--- src/rtl/adc_scan_uart_tx_pkg.sv ---
// Shared encodings and helpers for the ADC scanner / serial-link block.
package adc_scan_pkg;

    // Ceiling log2, never less than 1 so single-value ranges still get a bit.
    function automatic int unsigned clog2(input int unsigned value);
        int unsigned width;
        width = 0;
        while ((64'd1 << width) < 64'(value)) width++;
        if (width == 0) width = 1;
        return width;
    endfunction

    // Scan FSM encodings; S_IDLE is only occupied while/just after reset.
    localparam logic [2:0] S_IDLE     = 3'd0;
    localparam logic [2:0] S_MUX      = 3'd1;
    localparam logic [2:0] S_SOC      = 3'd2;
    localparam logic [2:0] S_EOC_HI   = 3'd3;
    localparam logic [2:0] S_EOC_LO   = 3'd4;
    localparam logic [2:0] S_LATCH    = 3'd5;
    localparam logic [2:0] S_TX       = 3'd6;

    // Serializer FSM encodings.
    localparam logic [2:0] T_IDLE     = 3'd0;
    localparam logic [2:0] T_WAIT_DSR = 3'd1;
    localparam logic [2:0] T_START    = 3'd2;
    localparam logic [2:0] T_DATA     = 3'd3;
    localparam logic [2:0] T_PAR      = 3'd4;
    localparam logic [2:0] T_STOP     = 3'd5;

    // Line levels for the fixed frame bits.
    localparam logic BIT_START = 1'b0;
    localparam logic BIT_STOP  = 1'b1;
    localparam logic LINE_IDLE = 1'b1;

endpackage

--- src/rtl/adc_scan_uart_tx_if.sv ---
// ADC front-end and serial-line signal bundle.
interface adc_scan_uart_tx_if #(
    parameter int unsigned CH_W   = 3,
    parameter int unsigned DATA_W = 8
);
    logic              eoc;
    logic [DATA_W-1:0] data_in;
    logic              dsr;
    logic              mux_en;
    logic              soc;
    logic              load_dato;
    logic [CH_W-1:0]   canale;
    logic              data_out;
    logic              tx_done;
    logic              error;
    logic              busy;

    // Block side.
    modport master (
        input  eoc, data_in, dsr,
        output mux_en, soc, load_dato, canale, data_out, tx_done, error, busy
    );

    // Environment side (ADC, remote end).
    modport slave (
        output eoc, data_in, dsr,
        input  mux_en, soc, load_dato, canale, data_out, tx_done, error, busy
    );
endinterface

--- src/rtl/adc_scan_uart_tx_uart_frame_tx.sv ---
// One asynchronous frame: start, payload MSB first, optional even parity, stop.
module uart_frame_tx
    import adc_scan_pkg::*;
#(
    parameter int unsigned DATA_W    = 8,
    parameter int unsigned BIT_CYC   = 105,
    parameter int unsigned PARITY_EN = 0
) (
    input  logic              i_clk,
    input  logic              i_rst,
    input  logic              i_req,      // one-cycle request, only issued while idle
    input  logic              i_last,     // frame is the data frame of a transfer
    input  logic [DATA_W-1:0] i_payload,
    input  logic              i_dsr,
    output logic              o_line,
    output logic              o_done,     // after every frame
    output logic              o_tx_done,  // after data frames only
    output logic              o_stall,    // request met dsr low
    output logic              o_clr_err   // data frame entering START
);
    localparam int unsigned CNT_W = clog2(BIT_CYC);
    localparam int unsigned IDX_W = clog2(DATA_W);

    logic [2:0]        r_state;
    logic [2:0]        w_next;
    logic [CNT_W-1:0]  r_cyc;
    logic [IDX_W-1:0]  r_idx;
    logic [IDX_W-1:0]  w_next_idx;
    logic [DATA_W-1:0] r_payload;
    logic              r_last;
    logic              r_line;
    logic              r_done;
    logic              r_tx_done;
    logic              w_line_next;
    logic              w_cyc_end;
    logic              w_bit_state;
    logic              w_stall;
    logic              w_go;
    logic              w_frame_last;

    assign w_cyc_end    = (r_cyc == CNT_W'(BIT_CYC - 1));
    assign w_bit_state  = (r_state == T_START) || (r_state == T_DATA) ||
                          (r_state == T_PAR)   || (r_state == T_STOP);
    assign w_frame_last = (r_state == T_IDLE) ? i_last : r_last;

    // Next state, payload bit index, and the line level for the next cycle.
    always_comb begin
        w_next      = r_state;
        w_next_idx  = r_idx;
        w_stall     = 1'b0;
        w_line_next = LINE_IDLE;
        case (r_state)
            T_IDLE: begin
                if (i_req) begin
                    if (i_dsr) begin
                        w_next = T_START;
                    end else begin
                        w_next  = T_WAIT_DSR;
                        w_stall = 1'b1;
                    end
                end
            end
            T_WAIT_DSR: if (i_dsr) w_next = T_START;
            T_START: begin
                if (w_cyc_end) begin
                    w_next     = T_DATA;
                    w_next_idx = '0;
                end
            end
            T_DATA: begin
                if (w_cyc_end) begin
                    if (r_idx == IDX_W'(DATA_W - 1))
                        w_next = (PARITY_EN != 0) ? T_PAR : T_STOP;
                    else
                        w_next_idx = r_idx + 1'b1;
                end
            end
            T_PAR:   if (w_cyc_end) w_next = T_STOP;
            T_STOP:  if (w_cyc_end) w_next = T_IDLE;
            default: w_next = T_IDLE;
        endcase
        case (w_next)
            T_START: w_line_next = BIT_START;
            T_DATA:  w_line_next = r_payload[IDX_W'(DATA_W - 1) - w_next_idx];
            T_PAR:   w_line_next = ^r_payload;
            T_STOP:  w_line_next = BIT_STOP;
            default: w_line_next = LINE_IDLE;
        endcase
    end

    assign w_go = (w_next == T_START) && (r_state != T_START);

    // Frame state, bit timing and registered line/done outputs.
    always_ff @(posedge i_clk or posedge i_rst) begin
        if (i_rst) begin
            r_state   <= T_IDLE;
            r_cyc     <= '0;
            r_idx     <= '0;
            r_payload <= '0;
            r_last    <= 1'b0;
            r_line    <= LINE_IDLE;
            r_done    <= 1'b0;
            r_tx_done <= 1'b0;
        end else begin
            r_state   <= w_next;
            r_idx     <= w_next_idx;
            r_cyc     <= (w_bit_state && !w_cyc_end) ? r_cyc + 1'b1 : '0;
            r_line    <= w_line_next;
            r_done    <= (r_state == T_STOP) && w_cyc_end;
            r_tx_done <= (r_state == T_STOP) && w_cyc_end && r_last;
            if ((r_state == T_IDLE) && i_req) begin
                r_payload <= i_payload;
                r_last    <= i_last;
            end
        end
    end

    assign o_line    = r_line;
    assign o_done    = r_done;
    assign o_tx_done = r_tx_done;
    assign o_stall   = w_stall;
    assign o_clr_err = w_go && w_frame_last;

endmodule

--- src/rtl/adc_scan_uart_tx.sv ---
// Round-robin ADC scanner that ships each result over a DSR-gated serial line.
module adc_scan_uart_tx
    import adc_scan_pkg::*;
#(
    parameter int unsigned NUM_CH      = 8,
    parameter int unsigned DATA_W      = 8,
    parameter int unsigned BIT_CYC     = 105,
    parameter int unsigned PARITY_EN   = 0,
    parameter int unsigned TAG_EN      = 0,
    parameter int unsigned EOC_TIMEOUT = 255
) (
    input  logic               clock,
    input  logic               reset,
    adc_scan_uart_tx_if.master bus
);
    localparam int unsigned CH_W = clog2(NUM_CH);
    localparam int unsigned TO_W = clog2(EOC_TIMEOUT + 1);

    logic [2:0]        r_state;
    logic [2:0]        w_next;
    logic [TO_W-1:0]   r_to_cnt;
    logic [CH_W-1:0]   r_canale;
    logic [CH_W-1:0]   w_ch_next;
    logic [CH_W-1:0]   r_tag;
    logic [DATA_W-1:0] r_data;
    logic [DATA_W-1:0] w_payload;
    logic              r_req;
    logic              r_is_tag;
    logic              r_mux_en;
    logic              r_soc;
    logic              r_load;
    logic              r_busy;
    logic              r_error;
    logic              w_to_hit;
    logic              w_abort;
    logic              w_line;
    logic              w_done;
    logic              w_tx_done;
    logic              w_stall;
    logic              w_clr;

    assign w_to_hit  = (r_to_cnt == TO_W'(EOC_TIMEOUT - 1));
    assign w_ch_next = (r_canale == CH_W'(NUM_CH - 1)) ? '0 : r_canale + 1'b1;
    assign w_payload = r_is_tag ? DATA_W'(r_tag) : r_data;

    // Scan sequencing, including conversion-timeout abort.
    always_comb begin
        w_next  = r_state;
        w_abort = 1'b0;
        case (r_state)
            S_IDLE:   w_next = S_MUX;
            S_MUX:    w_next = S_SOC;
            S_SOC:    w_next = S_EOC_HI;
            S_EOC_HI: begin
                if (bus.eoc) begin
                    w_next = S_EOC_LO;
                end else if (w_to_hit) begin
                    w_next  = S_MUX;
                    w_abort = 1'b1;
                end
            end
            S_EOC_LO: begin
                if (!bus.eoc) begin
                    w_next = S_LATCH;
                end else if (w_to_hit) begin
                    w_next  = S_MUX;
                    w_abort = 1'b1;
                end
            end
            S_LATCH:  w_next = S_TX;
            S_TX:     if (w_done && !r_is_tag) w_next = S_MUX;
            default:  w_next = S_MUX;
        endcase
    end

    // State register; strobes decoded from the next state so they align with it.
    always_ff @(posedge clock or posedge reset) begin
        if (reset) begin
            r_state  <= S_IDLE;
            r_mux_en <= 1'b0;
            r_soc    <= 1'b0;
            r_load   <= 1'b0;
            r_busy   <= 1'b0;
        end else begin
            r_state  <= w_next;
            r_mux_en <= (w_next == S_MUX) || (w_next == S_SOC) ||
                        (w_next == S_EOC_HI) || (w_next == S_EOC_LO);
            r_soc    <= (w_next == S_SOC) || (w_next == S_EOC_HI);
            r_load   <= (w_next == S_LATCH);
            r_busy   <= (w_next != S_IDLE) && (w_next != S_MUX);
        end
    end

    // Timeout counter, restarted on every entry into an eoc wait state.
    always_ff @(posedge clock or posedge reset) begin
        if (reset)
            r_to_cnt <= '0;
        else if (w_next != r_state)
            r_to_cnt <= '0;
        else if ((r_state == S_EOC_HI) || (r_state == S_EOC_LO))
            r_to_cnt <= r_to_cnt + 1'b1;
    end

    // Result capture and channel advance (on latch or abort).
    always_ff @(posedge clock or posedge reset) begin
        if (reset) begin
            r_canale <= '0;
            r_tag    <= '0;
            r_data   <= '0;
        end else if (r_state == S_LATCH) begin
            r_data   <= bus.data_in;
            r_tag    <= r_canale;
            r_canale <= w_ch_next;
        end else if (w_abort) begin
            r_canale <= w_ch_next;
        end
    end

    // Frame requests: optional tag frame first, data frame after its done pulse.
    always_ff @(posedge clock or posedge reset) begin
        if (reset) begin
            r_req    <= 1'b0;
            r_is_tag <= 1'b0;
        end else if (r_state == S_LATCH) begin
            r_req    <= 1'b1;
            r_is_tag <= (TAG_EN != 0);
        end else if (w_done && r_is_tag) begin
            r_req    <= 1'b1;
            r_is_tag <= 1'b0;
        end else begin
            r_req    <= 1'b0;
        end
    end

    // Sticky error; a simultaneous set wins over the data-frame clear.
    always_ff @(posedge clock or posedge reset) begin
        if (reset)
            r_error <= 1'b0;
        else if (w_abort || w_stall)
            r_error <= 1'b1;
        else if (w_clr)
            r_error <= 1'b0;
    end

    uart_frame_tx #(
        .DATA_W    (DATA_W),
        .BIT_CYC   (BIT_CYC),
        .PARITY_EN (PARITY_EN)
    ) u_frame (
        .i_clk     (clock),
        .i_rst     (reset),
        .i_req     (r_req),
        .i_last    (!r_is_tag),
        .i_payload (w_payload),
        .i_dsr     (bus.dsr),
        .o_line    (w_line),
        .o_done    (w_done),
        .o_tx_done (w_tx_done),
        .o_stall   (w_stall),
        .o_clr_err (w_clr)
    );

    assign bus.mux_en    = r_mux_en;
    assign bus.soc       = r_soc;
    assign bus.load_dato = r_load;
    assign bus.canale    = r_canale;
    assign bus.data_out  = w_line;
    assign bus.tx_done   = w_tx_done;
    assign bus.error     = r_error;
    assign bus.busy      = r_busy;

endmodule

--- src/flat_wrapper.sv ---
// flat-port wrapper written by rule: the top's interface ports become plain ports
module adc_scan_uart_tx_flat import adc_scan_pkg::*;
#(
    parameter int unsigned NUM_CH      = 8,
    parameter int unsigned DATA_W      = 8,
    parameter int unsigned BIT_CYC     = 105,
    parameter int unsigned PARITY_EN   = 0,
    parameter int unsigned TAG_EN      = 0,
    parameter int unsigned EOC_TIMEOUT = 255
)
  (clock, reset, bus_eoc, bus_data_in, bus_dsr, bus_mux_en, bus_soc, bus_load_dato, bus_canale, bus_data_out, bus_tx_done, bus_error, bus_busy);
  adc_scan_uart_tx_if #(.DATA_W(DATA_W)) bus_i ();
  input  logic clock;
  input  logic reset;
  input wire logic [$bits(bus_i.eoc)-1:0] bus_eoc;
  input wire logic [$bits(bus_i.data_in)-1:0] bus_data_in;
  input wire logic [$bits(bus_i.dsr)-1:0] bus_dsr;
  output wire logic [$bits(bus_i.mux_en)-1:0] bus_mux_en;
  output wire logic [$bits(bus_i.soc)-1:0] bus_soc;
  output wire logic [$bits(bus_i.load_dato)-1:0] bus_load_dato;
  output wire logic [$bits(bus_i.canale)-1:0] bus_canale;
  output wire logic [$bits(bus_i.data_out)-1:0] bus_data_out;
  output wire logic [$bits(bus_i.tx_done)-1:0] bus_tx_done;
  output wire logic [$bits(bus_i.error)-1:0] bus_error;
  output wire logic [$bits(bus_i.busy)-1:0] bus_busy;
  assign bus_i.eoc = bus_eoc;
  assign bus_i.data_in = bus_data_in;
  assign bus_i.dsr = bus_dsr;
  assign bus_mux_en = bus_i.mux_en;
  assign bus_soc = bus_i.soc;
  assign bus_load_dato = bus_i.load_dato;
  assign bus_canale = bus_i.canale;
  assign bus_data_out = bus_i.data_out;
  assign bus_tx_done = bus_i.tx_done;
  assign bus_error = bus_i.error;
  assign bus_busy = bus_i.busy;
  adc_scan_uart_tx #(.NUM_CH(NUM_CH), .DATA_W(DATA_W), .BIT_CYC(BIT_CYC), .PARITY_EN(PARITY_EN), .TAG_EN(TAG_EN), .EOC_TIMEOUT(EOC_TIMEOUT)) u_core (.clock(clock), .reset(reset), .bus(bus_i));
endmodule
--- config.mk ---
export PLATFORM = sky130hd
export DESIGN_NAME = adc_scan_uart_tx_flat
export DESIGN_NICKNAME = d
export VERILOG_FILES = /design/src/rtl/adc_scan_uart_tx_pkg.sv /design/src/rtl/adc_scan_uart_tx_if.sv /design/src/rtl/adc_scan_uart_tx_uart_frame_tx.sv /design/src/rtl/adc_scan_uart_tx.sv /design/src/flat_wrapper.sv
export SDC_FILE = /design/constraint.sdc
export NUM_CORES = 1
export LEC_CHECK = 0
export ABC_CLOCK_PERIOD_IN_PS = 3300
export BUFFER_PORTS_ARGS = -buffer_cell sky130_fd_sc_hd__buf_2
export CELL_PAD_IN_SITES_DETAIL_PLACEMENT = 1
export CELL_PAD_IN_SITES_GLOBAL_PLACEMENT = 1
export CORE_ASPECT_RATIO = 0.5
export CORE_UTILIZATION = 48
export CTS_CLUSTER_SIZE = 30
export DETAILED_ROUTE_END_ITERATION = 6
export PLACE_DENSITY_LB_ADDON = 0.1
export SLEW_MARGIN = 15
export SYNTH_ARGS = -nofsm -noshare
export SYNTH_HDL_FRONTEND = slang
export SYNTH_HIERARCHICAL = 1
export SYNTH_SLANG_ARGS = --single-unit
--- constraint.sdc ---
create_clock -name clock -period 3.3 [get_ports clock]
set_clock_uncertainty 0.15 [all_clocks]
set_input_delay 0.495 -clock clock [delete_from_list [all_inputs] [get_ports clock]]
set_output_delay 0.495 -clock clock [all_outputs]
set_load 0.005 [all_outputs]
# Yosys cells after proc, flatten, opt, wreduce, memory -nomap -nowiden
# Cells that the tools add are included.
[classes]
n_eq_ne = 26
add_sub_neg = 5
n_mux = 42
n_lt_le_gt_ge = 1
reduce_logical = 27
[ops]
columns = ["op", "count"]
rows = [
  ["$mux 3", 17],
  ["$pmux 3 s6", 2],
  ["$eq 3x3->1 const B", 10],
  ["$eq 3x2->1 const B", 8],
  ["$mux 8", 3],
  ["$mux 1", 14],
  ["$eq 3x1->1 const B", 3],
  ["$logic_and 1x1->1", 9],
  ["$logic_or 1x1->1", 9],
  ["$add 8x1->8 const B", 1],
  ["$eq 8x8->1 const B", 1],
  ["$reduce_bool 2->1", 4],
  ["$reduce_xor 8->1", 1],
  ["$add 7x1->7 const B", 1],
  ["$eq 7x7->1 const B", 1],
  ["$mux 7", 1],
  ["$add 3x1->3 const B", 2],
  ["$pmux 3 s2", 1],
  ["$lt 3x4->1 const B", 1],
  ["$bmux 1 s3", 1],
  ["$logic_not 3->1", 1],
  ["$ne 3x1->1 const B", 1],
  ["$ne 3x2->1 const B", 1],
  ["$ne 3x3->1", 1],
  ["6 further kinds", 7],
]
[totals]
regBits = 57
word_cells = 121
inputBits = 12
output_inout_bits = 10

# Depth between registers and ports, before layout
[logic_depth]
word_depth = 9
ltp_mapped = 12
depth_no_buf = 11

# Cells and area by module
# Netlist, hierarchy kept.
[modules_own_cells]
columns = ["module", "instances", "cells_each", "seq_area_each_um2", "area_per_inst_um2"]
rows = [
  ["uart_frame_tx", 1, 137, 626.9, 1483.9],
  ["adc_scan_uart_tx", 1, 125, 700.7, 1382.6],
]

# Least setup slack after synthesis
# OpenSTA, ideal clock, no wires.
[synth_path]
kind = "flip-flop to flip-flop"
from = "reg u_core.u_frame.r_cyc[0]"
to = "reg u_core.u_frame.r_line (netlist: u_core/u_frame/o_line)"
required_ns = 3.063
path_buffers = 0
path_stages_with_launch = 10
period_less_slack_ns = 2.323
arrival_time_ns = 2.086
setup_time_ns = 0.087
slack_ns = 0.977
cell_sequence = "dfrtp_1 inv_1 ha_1 nand4b_4 nor3b_4 mux2_4 and3_1 a2111o_1 a41oi_2 nor3_1"
[synth_between]
elab_chain_len = 7
elab_cells_between_ends = 16
cone_classes = "add/sub: 1; eq/ne: 4; mux: 11"
[synth_lines]
columns = ["item", "line", "text"]
rows = [
  ["start: declaration", "adc_scan_uart_tx_uart_frame_tx.sv:26", "logic [CNT_W-1:0] r_cyc;"],
  ["start signal: assignment", "adc_scan_uart_tx_uart_frame_tx.sv:107", "r_cyc <= (w_bit_state && !w_cyc_end) ? r_cyc + 1'b1 : '0;"],
  ["$eq 7x7->1 (*)", "adc_scan_uart_tx_uart_frame_tx.sv:41", "assign w_cyc_end = (r_cyc == CNT_W'(BIT_CYC - 1));"],
  ["$mux 3, on equally long branches", "adc_scan_uart_tx_uart_frame_tx.sv:71, adc_scan_uart_tx_uart_frame_tx.sv:65", ""],
  ["$pmux 3 s2", "adc_scan_uart_tx_uart_frame_tx.sv:52", "case (r_state)"],
  ["$sub 3x3->3", "adc_scan_uart_tx_uart_frame_tx.sv:84", "T_DATA: w_line_next = r_payload[IDX_W'(DATA_W - 1) - w_next_idx];"],
  ["$bmux 1 s3", "adc_scan_uart_tx_uart_frame_tx.sv:84", ""],
  ["$mux 1 (implied by the code)", "adc_scan_uart_tx_uart_frame_tx.sv:84", ""],
  ["$pmux 1 s3 (*)", "adc_scan_uart_tx_uart_frame_tx.sv:82", "case (w_next)"],
  ["named net u_core.u_frame.w_line_next", "adc_scan_uart_tx_uart_frame_tx.sv:34", "logic w_line_next;"],
  ["end signal: assignment", "adc_scan_uart_tx_uart_frame_tx.sv:108", "r_line <= w_line_next;"],
  ["end: declaration", "adc_scan_uart_tx_uart_frame_tx.sv:31", "logic r_line;"],
]
# The timed path passes the listed nets; every way through them passes the cells marked *. The select of a mux whose other input is x is not followed.
# A chain may end at the register's enable or synchronous reset.

# Final worst setup path
[layout_path]
from = "reg u_core.u_frame.r_cyc[0]"
to = "reg u_core.u_frame.r_line (netlist: u_core/u_frame/o_line)"
[layout_between]
elab_chain_len = 7
elab_cells_between_ends = 16
cone_classes = "add/sub: 1; eq/ne: 4; mux: 11"
[layout_lines]
columns = ["item", "line", "text"]
rows = [
  ["$eq 7x7->1 (*)", "adc_scan_uart_tx_uart_frame_tx.sv:41", ""],
  ["$mux 3, on equally long branches", "adc_scan_uart_tx_uart_frame_tx.sv:71, adc_scan_uart_tx_uart_frame_tx.sv:65", ""],
  ["$pmux 3 s2 (*)", "adc_scan_uart_tx_uart_frame_tx.sv:52", ""],
  ["named net u_core.u_frame.w_next_idx[2]", "adc_scan_uart_tx_uart_frame_tx.sv:28", "logic [IDX_W-1:0] w_next_idx;"],
  ["$sub 3x3->3 (*)", "adc_scan_uart_tx_uart_frame_tx.sv:84", ""],
  ["$bmux 1 s3 (*)", "adc_scan_uart_tx_uart_frame_tx.sv:84", ""],
  ["$mux 1 (implied by the code) (*)", "adc_scan_uart_tx_uart_frame_tx.sv:84", ""],
  ["$pmux 1 s3 (*)", "adc_scan_uart_tx_uart_frame_tx.sv:82", ""],
  ["named net u_core.u_frame.w_line_next", "adc_scan_uart_tx_uart_frame_tx.sv:34", ""],
]
# Marked as above.

==> key figures <==
Synthesis
  • Post-synth EDFFs: 0
  • Area share of the largest cell type after synthesis: 0.454
  • Synthesis-stage register bit count: 53
  • Top cell type by total area after synthesis: dfrtp_1
  • Synth warnings: 6
  • Ys async rst share: 1.00
  • Mapped Avg Cell Area: 10.9 µm²
  • Sequential share of the synthesized area: 0.463
  • Top cells by area, synth: dfrtp_1, mux2_2, ha_1
  • Count leader, synth: dfrtp_1
  • Post-synth top cells: dfrtp_1, nor2_1, mux2_2
  • Main synth FF type: dfrtp_1
  • Distinct cells, synth: 59
  • Syn Inst Count: 262
  • Mapped Area: 2870 µm²

Routing
  • Via density: 5.65
  • DR vias: 2017
  • Total wire length: 6220 µm
  • TritonRoute pass-1 iters: 6
  • Drt drc: 2
  • Initial DRC count: 102
  • Routed WL per cell: 17.4 µm
  • Post-DRT Antenna Nets: 0

Clocking
  • Max clock buf depth: 2
  • Hold Buf Count CTS: 0
  • CTS buffer count: 5
  • CTS tree: built
  • CTS Sinks: 53
  • H-tree depth: 2
  • Post-cts resize count: 0
  • Clk_lat worst skew: 0.29 ns
  • Clk slew on worst S/H paths: 0.07 ns
  • Post-CTS Setup Bufs: 0
  • CTS root buf: clkbuf_16

Critical path
  • Critical path data arrival time: 2.66 ns
  • Max FO, Critical Path: 5
  • Worst R2R Path Depth: 9
  • Critical Path End Type: register
  • Crit-path leading delay family: simple AND/OR/NAND/NOR gates
  • Crit path cell chain: inv_1 > ha_1 > nand4b_4 > nor2_1 > nand2_1 > o221ai_1 > nand4_1 > a41oi_2 > nor3_1
  • Crit start category: register
  • Crit-path slowest cell: o221ai_1
  • R2R Path End: u_core/u_frame/o_line
  • Critical path type: reg -> reg
  • R2R setup slack: 0.70 ns
  • Crit-path max cell delay: 0.46 ns
  • R2R Path Start: u_core/u_frame/r_cyc[0]
  • Crit path buffers/inverters: 1
  • Critical path required time: 3.36 ns

Pwr
  • VDD IR max: 0.360 mV
  • Leakage power: 1.48 nW
  • PD cells: 632 nW/µm²

Die
  • Core Area: 5610 µm²
  • Std-Cell Rows: 19
  • Die H: 56.6 µm
  • # IOs: 22
  • Initial Util: 0.511
  • Die area: 6300 µm²
  • Die Wd: 111 µm

GRT
  • First-pass GRT wire length: 10900 µm
  • Remaining Overflow, GRT: 0
  • Met1 usage: 0.288
  • GRT Util Overall: 0.221
  • Antenna violations before repair: 0
  • Largest net degree at the start of global routing: 29
  • Vias in the first global route: 2229
  • Met2 usage in global routing: 0.382
  • Met3 GRT Util: 0.0421
  • Top Usage Layer GRT: met2

Final layout
  • Multi-input logic area: 1420 µm²
  • Layout cell share with drive strength beyond 1: 0.218
  • Fin util: 0.566
  • Fill count: 621
  • Diodes inserted: 0
  • Post-layout nets: 304
  • Sequential cell area: 1330 µm²
  • Area delta synth->final: 10.9%

STA
  • Final min period: 2.60 ns
  • Setup TNS: 0 ns
  • Slew @ Worst Pin: 0.978 ns
  • Final Hold Vio Count: 0
  • RSZ-0062 raised after global routing: false
  • Max Slew Vio Count: 0
  • Worst rel slew slack: 0.347
  • Fin crit share: 0.788
  • Final setup viols: 0
  • Fmax achieved: 0.385 GHz

Job
  • Max Cap Violations: 0

Place
  • Port-buffer cells: 21
  • Detail Placement HPWL: 4310 µm
  • Final GP Congestion: 0.773

Run status
  • Status: finished with violations
  • Violated checks: design-rule violations

Hold path
  • Worst hold path class: in -> async
final cells by class:
class,instances,area share
repair buffers,23,0.0378
clock inverters,1,0.00945
clock buffers,7,0.0449
well taps,73,0.0287
inverters,12,0.0142
multi-input cells,188,0.447
flip-flops and latches,53,0.418
cells by family (layout without fill, tap and decap cells):
logic type | after synthesis | count (layout) | share of synthesized area
and+or+nand+nor | 86 | 86 | 0.180
buffers and inverters | 22 | 43 | 0.0423
DFF | 53 | 53 | 0.463
other | 1 | 2 | 0.00131
AOI/OAI and AO/OA | 49 | 49 | 0.125
xor gates and xnor gates | 19 | 19 | 0.0581
muxes | 23 | 23 | 0.0908
adders and majority gates | 9 | 9 | 0.0393
worst reg2reg max path: stages (launching register included):
cell and delay [ns]:
dfrtp_1 0.43, inv_1 0.08, ha_1 0.19, nand4b_4 0.14
nor2_1 0.37, nand2_1 0.23, o221ai_1 0.46, nand4_1 0.17
a41oi_2 0.23, nor3_1 0.06
stage by stage:
| step | hold slack [ns] | power [W] | instances | setup WS, ns | area (µm²) |
|---|---|---|---|---|---|
| floorplan | 0.316 | 0.00126 | 263 | 0.977 | 2870 |
| CTS | 0.278 | 0.00203 | 357 | 0.699 | 3180 |
| global route | 0.188 | 0.00213 | 357 | 0.524 | 3180 |
| detailed placement | 0.345 | 0.00141 | 349 | 0.790 | 3010 |
| finish | 0.129 | 0.00201 | 357 | 0.701 | 3180 |
| global placement | 0.337 | 0.00136 | 349 | 0.870 | 3010 |
worst max path at each step:
stage	from	end	slack (ns)	cells past startpoint
finish	u_core/u_frame/r_cyc[0]	u_core/u_frame/o_line	0.70	9
global route	u_core/u_frame/r_cyc[0]	u_core/u_frame/o_line	0.52	9
CTS	u_core/u_frame/r_cyc[0]	u_core/u_frame/o_line	0.70	9
detailed placement	u_core/u_frame/r_cyc[0]	u_core/u_frame/o_line	0.79	9
global placement	u_core/u_frame/r_cyc[0]	u_core/u_frame/o_line	0.87	9
floorplan	u_core/u_frame/r_cyc[0]	u_core/u_frame/o_line	0.98	9
where the power goes:
group          internal, W  switching (W)  total [W]  leakage, nW
clock             0.000379       0.000232   0.000612       0.0841
combinational     0.000242       0.000239   0.000481        0.729
sequential        0.000769       0.000146   0.000914        0.671
placed cells by master (no fill, tap or decap), drive strengths merged, types with 2 or more instances in the layout:
cell type  synthesis  routed
o211ai             2       2
a32oi              2       2
mux2i              2       2
nor3              11      11
a2bb2oi            2       2
buf                6      23
conb               1       2
ha                 9       9
xor2              11      11
o2111ai            3       3
nor2              18      18
o21ai             18      18
and4               2       2
nand3b             2       2
nand2b             6       6
inv               12      12
xnor2              8       8
a22oi              2       2
a21o               3       3
a21oi              5       5
dfrtp             52      52
nand4b             4       4
and3               5       5
a211oi             2       2
mux2              21      21
nand2             14      14
nand4              3       3
nor2b              3       3
nand3              9       9
clkbuf             4       7
nor3b              3       3
routing by layer:
layer | wire length [µm] | part of all wire
met1 | 3030 | 0.49
met4 | 55 | 0.0088
met3 | 143 | 0.023
met2 | 2990 | 0.48
met5 | 0 | 0
registers in the layout (all words and copies together), names as in the netlist, 3 cells and up:
signal	cells
u_core/u_frame/r_cyc	7
u_core/r_data	8
u_core/u_frame/r_payload	8
u_core/bus.canale	3
u_core/r_to_cnt	8
u_core/r_state	3
u_core/u_frame/r_state	3
u_core/u_frame/r_idx	3
(Power assumes the default switching activity.)
